## config.mk

```make
export PLATFORM = sky130hd
export DESIGN_NAME = xor_descrambler
export DESIGN_NICKNAME = d
export VERILOG_FILES = /design/src/rtl/xor_scrambler_pkg.sv /design/src/rtl/xor_tap_network.sv /design/src/rtl/xor_descrambler.sv
export SDC_FILE = /design/constraint.sdc
export NUM_CORES = 1
export LEC_CHECK = 0
export CAP_MARGIN = 20
export CORE_MARGIN = 2
export CORE_UTILIZATION = 40
export DETAILED_ROUTE_END_ITERATION = 10
export GPL_TIMING_DRIVEN = 0
export HOLD_SLACK_MARGIN = 0.03
export PLACE_DENSITY_LB_ADDON = 0.12
export SLEW_MARGIN = 10
export SYNTH_ARGS = -nofsm -noshare
export SYNTH_HDL_FRONTEND = slang
export SYNTH_HIERARCHICAL = 1
export SYNTH_SLANG_ARGS = --single-unit
```

## constraint.sdc

```tcl
create_clock -name Clock -period 1.8 [get_ports Clock]
set_clock_uncertainty 0.2 [all_clocks]
set_input_delay 0.36 -clock Clock [delete_from_list [all_inputs] [get_ports Clock]]
set_output_delay 0.36 -clock Clock [all_outputs]
set_load 0.02 [all_outputs]
```

## src/rtl/xor_scrambler_pkg.sv

```systemverilog
// Shared definitions for the XOR scrambler / descrambler pair.
// Holds the default polynomial and the tap-parity helper. The transmit-side
// scrambler uses the same helper, so both ends agree on tap semantics.
package xor_scrambler_pkg;

    // Default polynomial x^7 + x^6 + 1: TapMask bit k is a tap at delay k+1
    localparam int         LFSR_LEN_DEFAULT   = 7;
    localparam logic [6:0] TAP_MASK_DEFAULT   = 7'h60;
    localparam int         NR_OF_BITS_DEFAULT = 8;

    // Tap windows are carried at the widest legal polynomial degree
    localparam int TAP_WIN_W = 32;

    // Lock counter must hold NrOfBits + LfsrLength (at most 96) before it saturates
    localparam int LOCK_CNT_W = 7;

    typedef logic [TAP_WIN_W-1:0]  tap_win_t;
    typedef logic [LOCK_CNT_W-1:0] lock_cnt_t;

    // window[k] is the stream bit k+1 positions before the current one
    function automatic logic tap_parity(input tap_win_t window, input tap_win_t mask);
        return ^(window & mask);
    endfunction

endpackage

```

## src/rtl/xor_tap_network.sv

```systemverilog
// Combinational unroll of the descramble rule over one word.
// The history bits and the current word are viewed as one continuous stream
// (history[0] oldest, data_in[NrOfBits-1] newest). Each output bit XORs its
// own input bit with the tapped earlier bits of that stream. The next history
// is the newest LfsrLength bits of the stream. This covers both
// NrOfBits < LfsrLength and NrOfBits >= LfsrLength.
module xor_tap_network
    import xor_scrambler_pkg::*;
#(
    parameter int                    NrOfBits   = NR_OF_BITS_DEFAULT,
    parameter int                    LfsrLength = LFSR_LEN_DEFAULT,
    parameter logic [LfsrLength-1:0] TapMask    = LfsrLength'(TAP_MASK_DEFAULT)
) (
    input  logic [LfsrLength-1:0] history,
    input  logic [NrOfBits-1:0]   data_in,
    output logic [NrOfBits-1:0]   data_out,
    output logic [LfsrLength-1:0] history_next
);

    localparam int       EXT_W    = NrOfBits + LfsrLength;
    localparam tap_win_t MASK_WIN = tap_win_t'(TapMask);

    logic [EXT_W-1:0] stream;

    // Oldest bits at the bottom, so stream[p-d] is the bit d positions before stream[p]
    assign stream       = {data_in, history};
    assign history_next = stream[EXT_W-1 -: LfsrLength];

    for (genvar i = 0; i < NrOfBits; i++) begin : g_bit
        tap_win_t window;

        for (genvar k = 0; k < TAP_WIN_W; k++) begin : g_win
            if (k < LfsrLength) begin : g_tap
                assign window[k] = stream[LfsrLength + i - k - 1];
            end else begin : g_pad
                assign window[k] = 1'b0;
            end
        end

        assign data_out[i] = stream[LfsrLength + i] ^ tap_parity(window, MASK_WIN);
    end

endmodule

```

## src/rtl/xor_descrambler.sv

```systemverilog
// Self-synchronising parallel descrambler with a valid/ready handshake on both
// sides and one registered output stage. Each output word carries a lock
// flag. The flag is set once the history feeding that word came entirely from
// received bits and not from the zero fill after reset or Clear.
// Optional feature: define XOR_DESCRAMBLER_BYPASS_EN to add a Bypass input.
// Bypass passes accepted words through unchanged while history and lock
// tracking keep running.
module xor_descrambler
    import xor_scrambler_pkg::*;
#(
    parameter int                    NrOfBits   = NR_OF_BITS_DEFAULT,
    parameter int                    LfsrLength = LFSR_LEN_DEFAULT,
    parameter logic [LfsrLength-1:0] TapMask    = LfsrLength'(TAP_MASK_DEFAULT)
) (
    input  logic                Clock,
    input  logic                Reset,
    input  logic                Clear,
    input  logic [NrOfBits-1:0] In_Data,
    input  logic                In_Valid,
`ifdef XOR_DESCRAMBLER_BYPASS_EN
    input  logic                Bypass,
`endif
    output logic                In_Ready,
    output logic [NrOfBits-1:0] Out_Data,
    output logic                Out_Valid,
    input  logic                Out_Ready,
    output logic                Out_Locked
);

    localparam lock_cnt_t LOCK_FULL     = lock_cnt_t'(LfsrLength);
    localparam lock_cnt_t BITS_PER_WORD = lock_cnt_t'(NrOfBits);

    logic [LfsrLength-1:0] history_q;
    logic [LfsrLength-1:0] history_next;
    logic [NrOfBits-1:0]   descrambled;
    logic [NrOfBits-1:0]   word_next;
    lock_cnt_t             lock_cnt_q;
    lock_cnt_t             lock_cnt_sum;
    lock_cnt_t             lock_cnt_next;
    logic                  accept;

    xor_tap_network #(
        .NrOfBits   (NrOfBits),
        .LfsrLength (LfsrLength),
        .TapMask    (TapMask)
    ) u_tap_network (
        .history      (history_q),
        .data_in      (In_Data),
        .data_out     (descrambled),
        .history_next (history_next)
    );

    // Clear blocks intake so a flushed cycle never also loads a word
    assign In_Ready = (~Out_Valid | Out_Ready) & ~Clear;
    assign accept   = In_Valid & In_Ready;

`ifdef XOR_DESCRAMBLER_BYPASS_EN
    assign word_next = Bypass ? In_Data : descrambled;
`else
    assign word_next = descrambled;
`endif

    // Count of received bits, saturating once the history is fully real
    assign lock_cnt_sum  = lock_cnt_q + BITS_PER_WORD;
    assign lock_cnt_next = (lock_cnt_sum >= LOCK_FULL) ? LOCK_FULL : lock_cnt_sum;

    // History and lock counter advance only on accepted words
    always_ff @(posedge Clock or posedge Reset) begin
        if (Reset) begin
            history_q  <= '0;
            lock_cnt_q <= '0;
        end else if (Clear) begin
            history_q  <= '0;
            lock_cnt_q <= '0;
        end else if (accept) begin
            history_q  <= history_next;
            lock_cnt_q <= lock_cnt_next;
        end
    end

    // Output stage: load on accept, drop valid once consumed, hold while stalled
    always_ff @(posedge Clock or posedge Reset) begin
        if (Reset) begin
            Out_Data   <= '0;
            Out_Valid  <= 1'b0;
            Out_Locked <= 1'b0;
        end else if (Clear) begin
            Out_Data   <= '0;
            Out_Valid  <= 1'b0;
            Out_Locked <= 1'b0;
        end else if (accept) begin
            Out_Data   <= word_next;
            Out_Valid  <= 1'b1;
            Out_Locked <= (lock_cnt_q >= LOCK_FULL);
        end else if (Out_Ready) begin
            Out_Valid  <= 1'b0;
        end
    end

endmodule
```

==> summary.md, run 1 <==
| Metric | Value |
|---|---|
| Worst VDD drop | `0.000332 V` |
| CTS resizes | `15` |
| Die area | `0.00361 mm2` |
| 1st-iter DRT viols | `20` |
| First-pass detailed-route iteration total | `4` |
| Drt wl/cell | `12.5 um` |
| CP arrival | `1710 ps` |
| Final setup fails | `0` |
| Setup WS post-layout | `88.0 ps` |
| Clock sinks | `22` |
| Crit Path Category | `reg2reg` |
| Final WL | `2.34 mm` |
| YS warnings | `6` |
| Pin count of the biggest net entering global routing | `23` |
| P&R area growth vs syn | `23.3%` |
| Power Total | `1.03 mW` |
| Post-route DRC violation count | `0` |
| Crit path launch type | `flop` |
| DP HPWL | `1.75 mm` |
| Syn Inst Count | `118` |
| Req. time, crit path | `1800 ps` |
| Mapped cell area | `0.00126 mm2` |
| DRT antenna net count | `0` |
| Pre-CTS setup slack | `-380 ps` |
| RSZ-0062 raised after global routing | `no` |
| Worst hold slack | `277 ps` |
| Worst Setup SP | `lock_cnt_q[3]` |
| Post-CTS Hold Fix Bufs | `0` |
| TritonCTS Buffers | `3` |
| Post-synth top area cell | `dfrtp_1` |
| Clock root buffer | `clkbuf_4` |
| Worst-margin pin slew | `833 ps` |
| Placed cell count | `185` |
| Final Max Tran Viols | `0` |
| Synth cell count leaders | `dfrtp_1 (22), inv_1 (19), nand3_1 (16), o21ai_1 (16), buf_4 (9)` |
| Top cells by area, synth | `dfrtp_1 (44%), xor3_1 (15%), nand3_1 (6.4%)` |
| Most frequent cell after synthesis | `dfrtp_1` |
| Total gr overflow | `0` |
| Area of the multi-input gates | `558 um2` |
| Gpl congestion | `0.704` |
| Initial antenna violation count | `0` |
| Setup TNS | `0 ps` |
| Post-synth top flop | `dfrtp_1` |
| Top Ports | `24` |
| Total GRT Usage | `0.156` |
| Asr flop ratio synth | `1.00` |
| Status | `complete, no violations` |
| Sequential cell area | `552 um2` |
| Final Util | `0.512` |
| Number of global-route vias before repair | `895` |
| Die width | `60.1 um` |
| Cell leakage power | `0.788 nW` |
| Post-CTS Setup Repair Bufs | `0` |
| Post-synth top area share | `0.437` |
| Number of synthesized flops with an enable pin | `0` |
| Worst Hold Launch | `Clear` |
| Core Area | `0.00303 mm2` |
| Synth cell types | `25` |
| P per Cell Area | `663 mW/mm2` |
| Site Rows | `20` |
| Worst hold path class | `in2reg` |
| Final Non-Filler Cells | `188` |
| Vias per cell | `4.68` |
| I/O Buffers | `23` |
| Longest Clk Path Bufs | `2` |
| Clock latency on the worst-skew pair | `300 ps` |
| Fin crit period | `1710 ps` |
| Nets | `162` |
| Crit path max fanout | `7` |
| Fillers | `286` |
| Vias | `879` |
| Slew HR | `0.444` |
| Die H | `60.1 um` |
| Share of cells above drive strength 1 | `0.153` |
| Clock-pin slew of the registers on the worst-case setup and hold paths | `110 ps` |
| Worst Setup End Kind | `flop` |
| H-tree levels | `1` |
| First-pass GRT wire length | `4.14 mm` |
| Starting Density | `0.416` |
| Sequential area share after synthesis | `0.437` |
| Flops & latches, synth | `22` |
| ANT cells | `0` |
| RR Startpoint | `lock_cnt_q[3]` |
| Fin crit share | `0.951` |
| Max_cap viols | `0` |
| Final hold vios | `0` |
| CTS tree | `done` |
| Mapped Avg Cell Area | `10.7 um2` |
| Max Freq | `584 MHz` |
| Syn_nets | `134` |
| Area after DPL | `0.00154 mm2` |
| Design area | `0.00155 mm2` |
path summary, 6_finish.rpt:
kind / to / slack [ps] / depth (start not counted)
max reg2reg: lock_cnt_q[4] / 90 / 5
max: lock_cnt_q[4] / 90 / 5
min reg2reg: Out_Locked / 320 / 2
min: Out_Valid / 280 / 2
min in group asynchronous: Out_Data[3] / 310 / 2
max in group asynchronous: lock_cnt_q[3] / 520 / 2
layout make-up:
type	count	area share
Clock buffer	3	0.0145
Buffer	11	0.0500
Timing Repair Buffer	23	0.136
Sequential cell	22	0.356
Tap cell	44	0.0355
Inverter	20	0.0484
Multi-Input combinational cell	65	0.360
layout by cell type, fill, tap and decap left out, types with 2 or more instances in the layout:
master,instances
nand3_1,16
and2_1,3
buf_2,3
dlygate4sd2_1,11
nand2_1,2
ha_1,3
dfrtp_1,21
o21ai_1,16
clkbuf_4,3
inv_1,19
clkdlybuf4s50_1,11
xor3_1,8
buf_4,9
nor2_1,4
worst max-delay path: stages (launching register included):
cell,delay [ps]
dfrtp_2,470
ha_1,230
and2_1,170
a21oi_2,160
o32ai_4,100
a32o_2,270
sequential cells by signal, summed over array words and instances, names as in the netlist:
register and flops:
Out_Data 8, history_q 7, lock_cnt_q 5, Out_Locked 1
Out_Valid 1
report_power, final:
group | total [mW] | internal, mW | switching (mW)
Combinational | 0.259 | 0.138 | 0.120
Clock | 0.215 | 0.0779 | 0.138
Sequential | 0.555 | 0.530 | 0.0250
Total | 1.03 | 0.746 | 0.283
per-layer routing:
metal | routed length [um] | track usage
met1 | 1150 | 0.219
met2 | 1070 | 0.236
met3 | 103 | 0.0325
met4 | 18 | 0.0571
met5 | 0 | 0
cells by family (layout without fill, tap and decap cells):
family	count (synthesis)	after routing	share of synthesized area
flip-flops	22	22	0.437
AO/OA/AOI/OAI	22	22	0.119
XOR/XNOR	8	8	0.151
buffers and inverters	31	57	0.121
adder cells (fa/ha/maj)	3	3	0.0298
AND/OR/NAND/NOR	32	32	0.141
(Power assumes the default switching activity.)
==> run 2, diff against run 1 <==
--- a/config.mk
+++ b/config.mk
@@ -5,6 +5,7 @@
 export SDC_FILE = /design/constraint.sdc
 export NUM_CORES = 1
 export LEC_CHECK = 0
+export ABC_CLOCK_PERIOD_IN_PS = 1800
 export CAP_MARGIN = 20
 export CORE_MARGIN = 2
 export CORE_UTILIZATION = 40
==> results of run 2 <==
The final DEF is identical to that of run 1; final timing and power are the same.
==> run 3, diff against run 2 <==
--- a/config.mk
+++ b/config.mk
@@ -5,8 +5,9 @@
 export SDC_FILE = /design/constraint.sdc
 export NUM_CORES = 1
 export LEC_CHECK = 0
-export ABC_CLOCK_PERIOD_IN_PS = 1800
+export ABC_CLOCK_PERIOD_IN_PS = 1500
 export CAP_MARGIN = 20
+export CORE_ASPECT_RATIO = 0.75
 export CORE_MARGIN = 2
 export CORE_UTILIZATION = 40
 export DETAILED_ROUTE_END_ITERATION = 10
==> constraint.sdc (replaced) <==
create_clock -name Clock -period 1.5 [get_ports Clock]
set_clock_uncertainty 0.2 [all_clocks]
set_input_delay 0.3 -clock Clock [delete_from_list [all_inputs] [get_ports Clock]]
set_output_delay 0.3 -clock Clock [all_outputs]
set_load 0.02 [all_outputs]
==> summary.md, run 3 (same netlist as run 1, synthesis figures left out) <==
| Metric | Value |
|---|---|
| Status | `finished with violations` |
| Failing checks | `setup timing` |
| Placed cell count | `179 (-3.2%)` |
| Worst Hold Depth | `4 (+2)` |
| Clock latency on the worst-skew pair | `260 ps (-40 ps)` |
| Fin crit share | `1.04 (+0.0920)` |
| P&R area growth vs syn | `32.6%` |
| Vias per cell | `4.82 (+3.1%)` |
| CP peak stage delay | `440 ps (-30 ps)` |
| Clock sinks | `22 (unchanged)` |
| Post-route DRC violation count | `0 (unchanged)` |
| Clock-pin slew of the registers on the worst-case setup and hold paths | `80 ps (-30 ps)` |
| Final Max Tran Viols | `0 (unchanged)` |
| Fillers | `268 (-6.3%)` |
| Total gr overflow | `0 (unchanged)` |
| Final setup fails | `3 (+3)` |
| Drt wl/cell | `13.7 um (+9.8%)` |
| Max_cap viols | `0 (unchanged)` |
| Final hold vios | `0 (unchanged)` |
| Fin crit period | `1560 ps (-147 ps)` |
| Worst Hold Launch | `Out_Ready` |
| Reg2Reg Depth | `5 (unchanged)` |
| Top Ports | `24 (unchanged)` |
| Biggest registers after layout | `Out_Data x8, history_q x7, lock_cnt_q x5` |
| Core Area | `0.00298 mm2 (-1.7%)` |
| Initial antenna violation count | `0 (unchanged)` |
| Clock root buffer | `clkbuf_8` |
| Worst hold path class | `in2reg` |
| Buffers plus inverters on the worst setup path | `0 (unchanged)` |
| ANT cells | `0 (unchanged)` |
| Total GRT Usage | `0.166 (+0.0106)` |
| CP arrival | `1520 ps (-190 ps)` |
| Pin count of the biggest net entering global routing | `23 (unchanged)` |
| R2r setup slk | `-60 ps (-150 ps)` |
| Max FFs per register | `8 (unchanged)` |
| Share of cells above drive strength 1 | `0.228 (+0.0754)` |
| Crit path launch type | `flop` |
| Worst-margin pin slew | `505 ps (-328 ps)` |
| Max Freq | `639 MHz (+9.4%)` |
| Vias | `901 (+2.5%)` |
| CP cell instances | `ha_4, and2_4, a21oi_4, o32ai_4, a32o_2` |
| Worst Hold Endpoint | `Out_Valid` |
| CTS tree | `done` |
| Worst hold slack | `191 ps (-85.6 ps)` |
| Die H | `52.6 um (-13%)` |
| Final Non-Filler Cells | `187 (-0.53%)` |
| Longest Clk Path Bufs | `2 (unchanged)` |
| Crit path max fanout | `3 (-4)` |
| DP HPWL | `1.79 mm (+2.2%)` |
| Slew HR | `0.663 (+0.219)` |
| DRT antenna net count | `0 (unchanged)` |
| Number of global-route vias before repair | `911 (+1.8%)` |
| Setup TNS | `-98.6 ps (-98.6 ps)` |
| Final WL | `2.56 mm (+9.2%)` |
| P per Cell Area | `819 mW/mm2 (+23%)` |
| Worst Setup End Kind | `flop` |
| Crit-path leading delay family | `compound AO/OA/AOI/OAI gates` |
| Die width | `68.8 um (+14%)` |
| First-pass detailed-route iteration total | `4 (unchanged)` |
| Most frequent cells in the layout | `dfrtp_1 (21), inv_1 (18), nand3_1 (16), o21ai_1 (16), buf_4 (11)` |
| Worst VDD drop | `0.000680 V (+110%)` |
| Pre-CTS setup slack | `-569 ps (-189 ps)` |
| Starting Density | `0.423 (+0.00699)` |
| I/O Buffers | `23 (unchanged)` |
| Most common cell after layout, fill and taps aside | `dfrtp_1` |
| First-pass GRT wire length | `4.33 mm (+4.5%)` |
| Nets | `167 (+3.1%)` |
| Gpl congestion | `0.758 (+7.7%)` |
| Site Rows | `17 (-15%)` |
| H-tree levels | `1 (unchanged)` |
| 1st-iter DRT viols | `31 (+55%)` |
| RR Startpoint | `lock_cnt_q[3]` |
| TritonCTS Buffers | `3 (unchanged)` |
| Reg-to-Reg End | `lock_cnt_q[4]` |
| Req. time, crit path | `1460 ps (-340 ps)` |
| Largest reg by FF count | `Out_Data` |
| Die area | `0.00362 mm2 (+0.13%)` |
| Cell leakage power | `0.824 nW (+4.5%)` |
| Crit Path Category | `reg2reg` |
| Crit-path slowest cell | `dfrtp_2` |
| Setup WS post-layout | `-64.7 ps (-153 ps)` |
| RSZ-0062 raised after global routing | `yes` |
==> run 3: cell count changes in the layout (fill, tap and decap cells not counted), sizes merged <==
cell	change
dlymetal6s2s	+1
clkbuf	+1
inv	-1
buf	+5
clkdlybuf4s15	+4
dlygate4sd2	-5
clkdlybuf4s50	-1
clkinvlp	+1
==> run 3: final cells by class <==
type,count,area (um2),share of cell area
plain buffers,11,87.6,0.0525
clock buffers,3,41.3,0.0247
inverters,20,81.3,0.0487
multi-input cells,65,593,0.355
flip-flops and latches,22,552,0.331
well taps,38,47.5,0.0285
repair buffers,28,267,0.160
==> run 3: per-layer routing <==
metal  GRT usage  vias up  wire (um)
li1            -      457          -
met1       0.239      417       1350
met2       0.255       25       1070
met3      0.0452        2        135
met4      0.0294        0          2
met5           0        -          0
==> run 3: worst max-delay path by stage <==
| stage | from | to | slack [ps] | cells past startpoint |
|---|---|---|---|---|
| 5_1_grt | lock_cnt_q[4] | lock_cnt_q[4] | -100 | 5 |
| 6_report | lock_cnt_q[3] | lock_cnt_q[4] | -60 | 5 |
| 3_5_place_dp | Clear | In_Ready | -570 | 3 |
| 2_1_floorplan | lock_cnt_q[3] | lock_cnt_q[4] | -80 | 5 |
| 4_1_cts | Out_Ready | In_Ready | -80 | 4 |
| 3_3_place_gp | Clear | In_Ready | -570 | 3 |
==> run 3: worst min-delay path, stage by stage <==
cell            delay, ps
dlymetal6s2s_1        140
nor2b_4                60
nor2_1                 80
nor2_1                 50
==> run 3: timing repair <==
action,CTS,global route
hold buffers,0,0
gates resized for setup,21,17
pin swaps,4,3
hold endpoints to repair,0,0
setup buffers,3,2
endpoints found under the setup margin,30,25
==> run 3: power by group <==
| group | total [mW] | internal (mW) | leakage, nW | switching [mW] |
|---|---|---|---|---|
| combinational | 0.326 | 0.177 | 0.511 | 0.150 |
| sequential | 0.668 | 0.636 | 0.292 | 0.0321 |
| clock | 0.373 | 0.179 | 0.0216 | 0.193 |
==> run 3: metrics by stage <==
stage / total power [mW] / util / instance area [um2]
3_5_place_dp: 1.02 / 0.520 / 1550
4_1_cts: 1.36 / 0.543 / 1620
6_report: 1.37 / 0.561 / 1670
3_3_place_gp: 1.01 / 0.520 / 1550
2_1_floorplan: 0.882 / - / 1270
5_1_grt: 1.44 / 0.561 / 1670
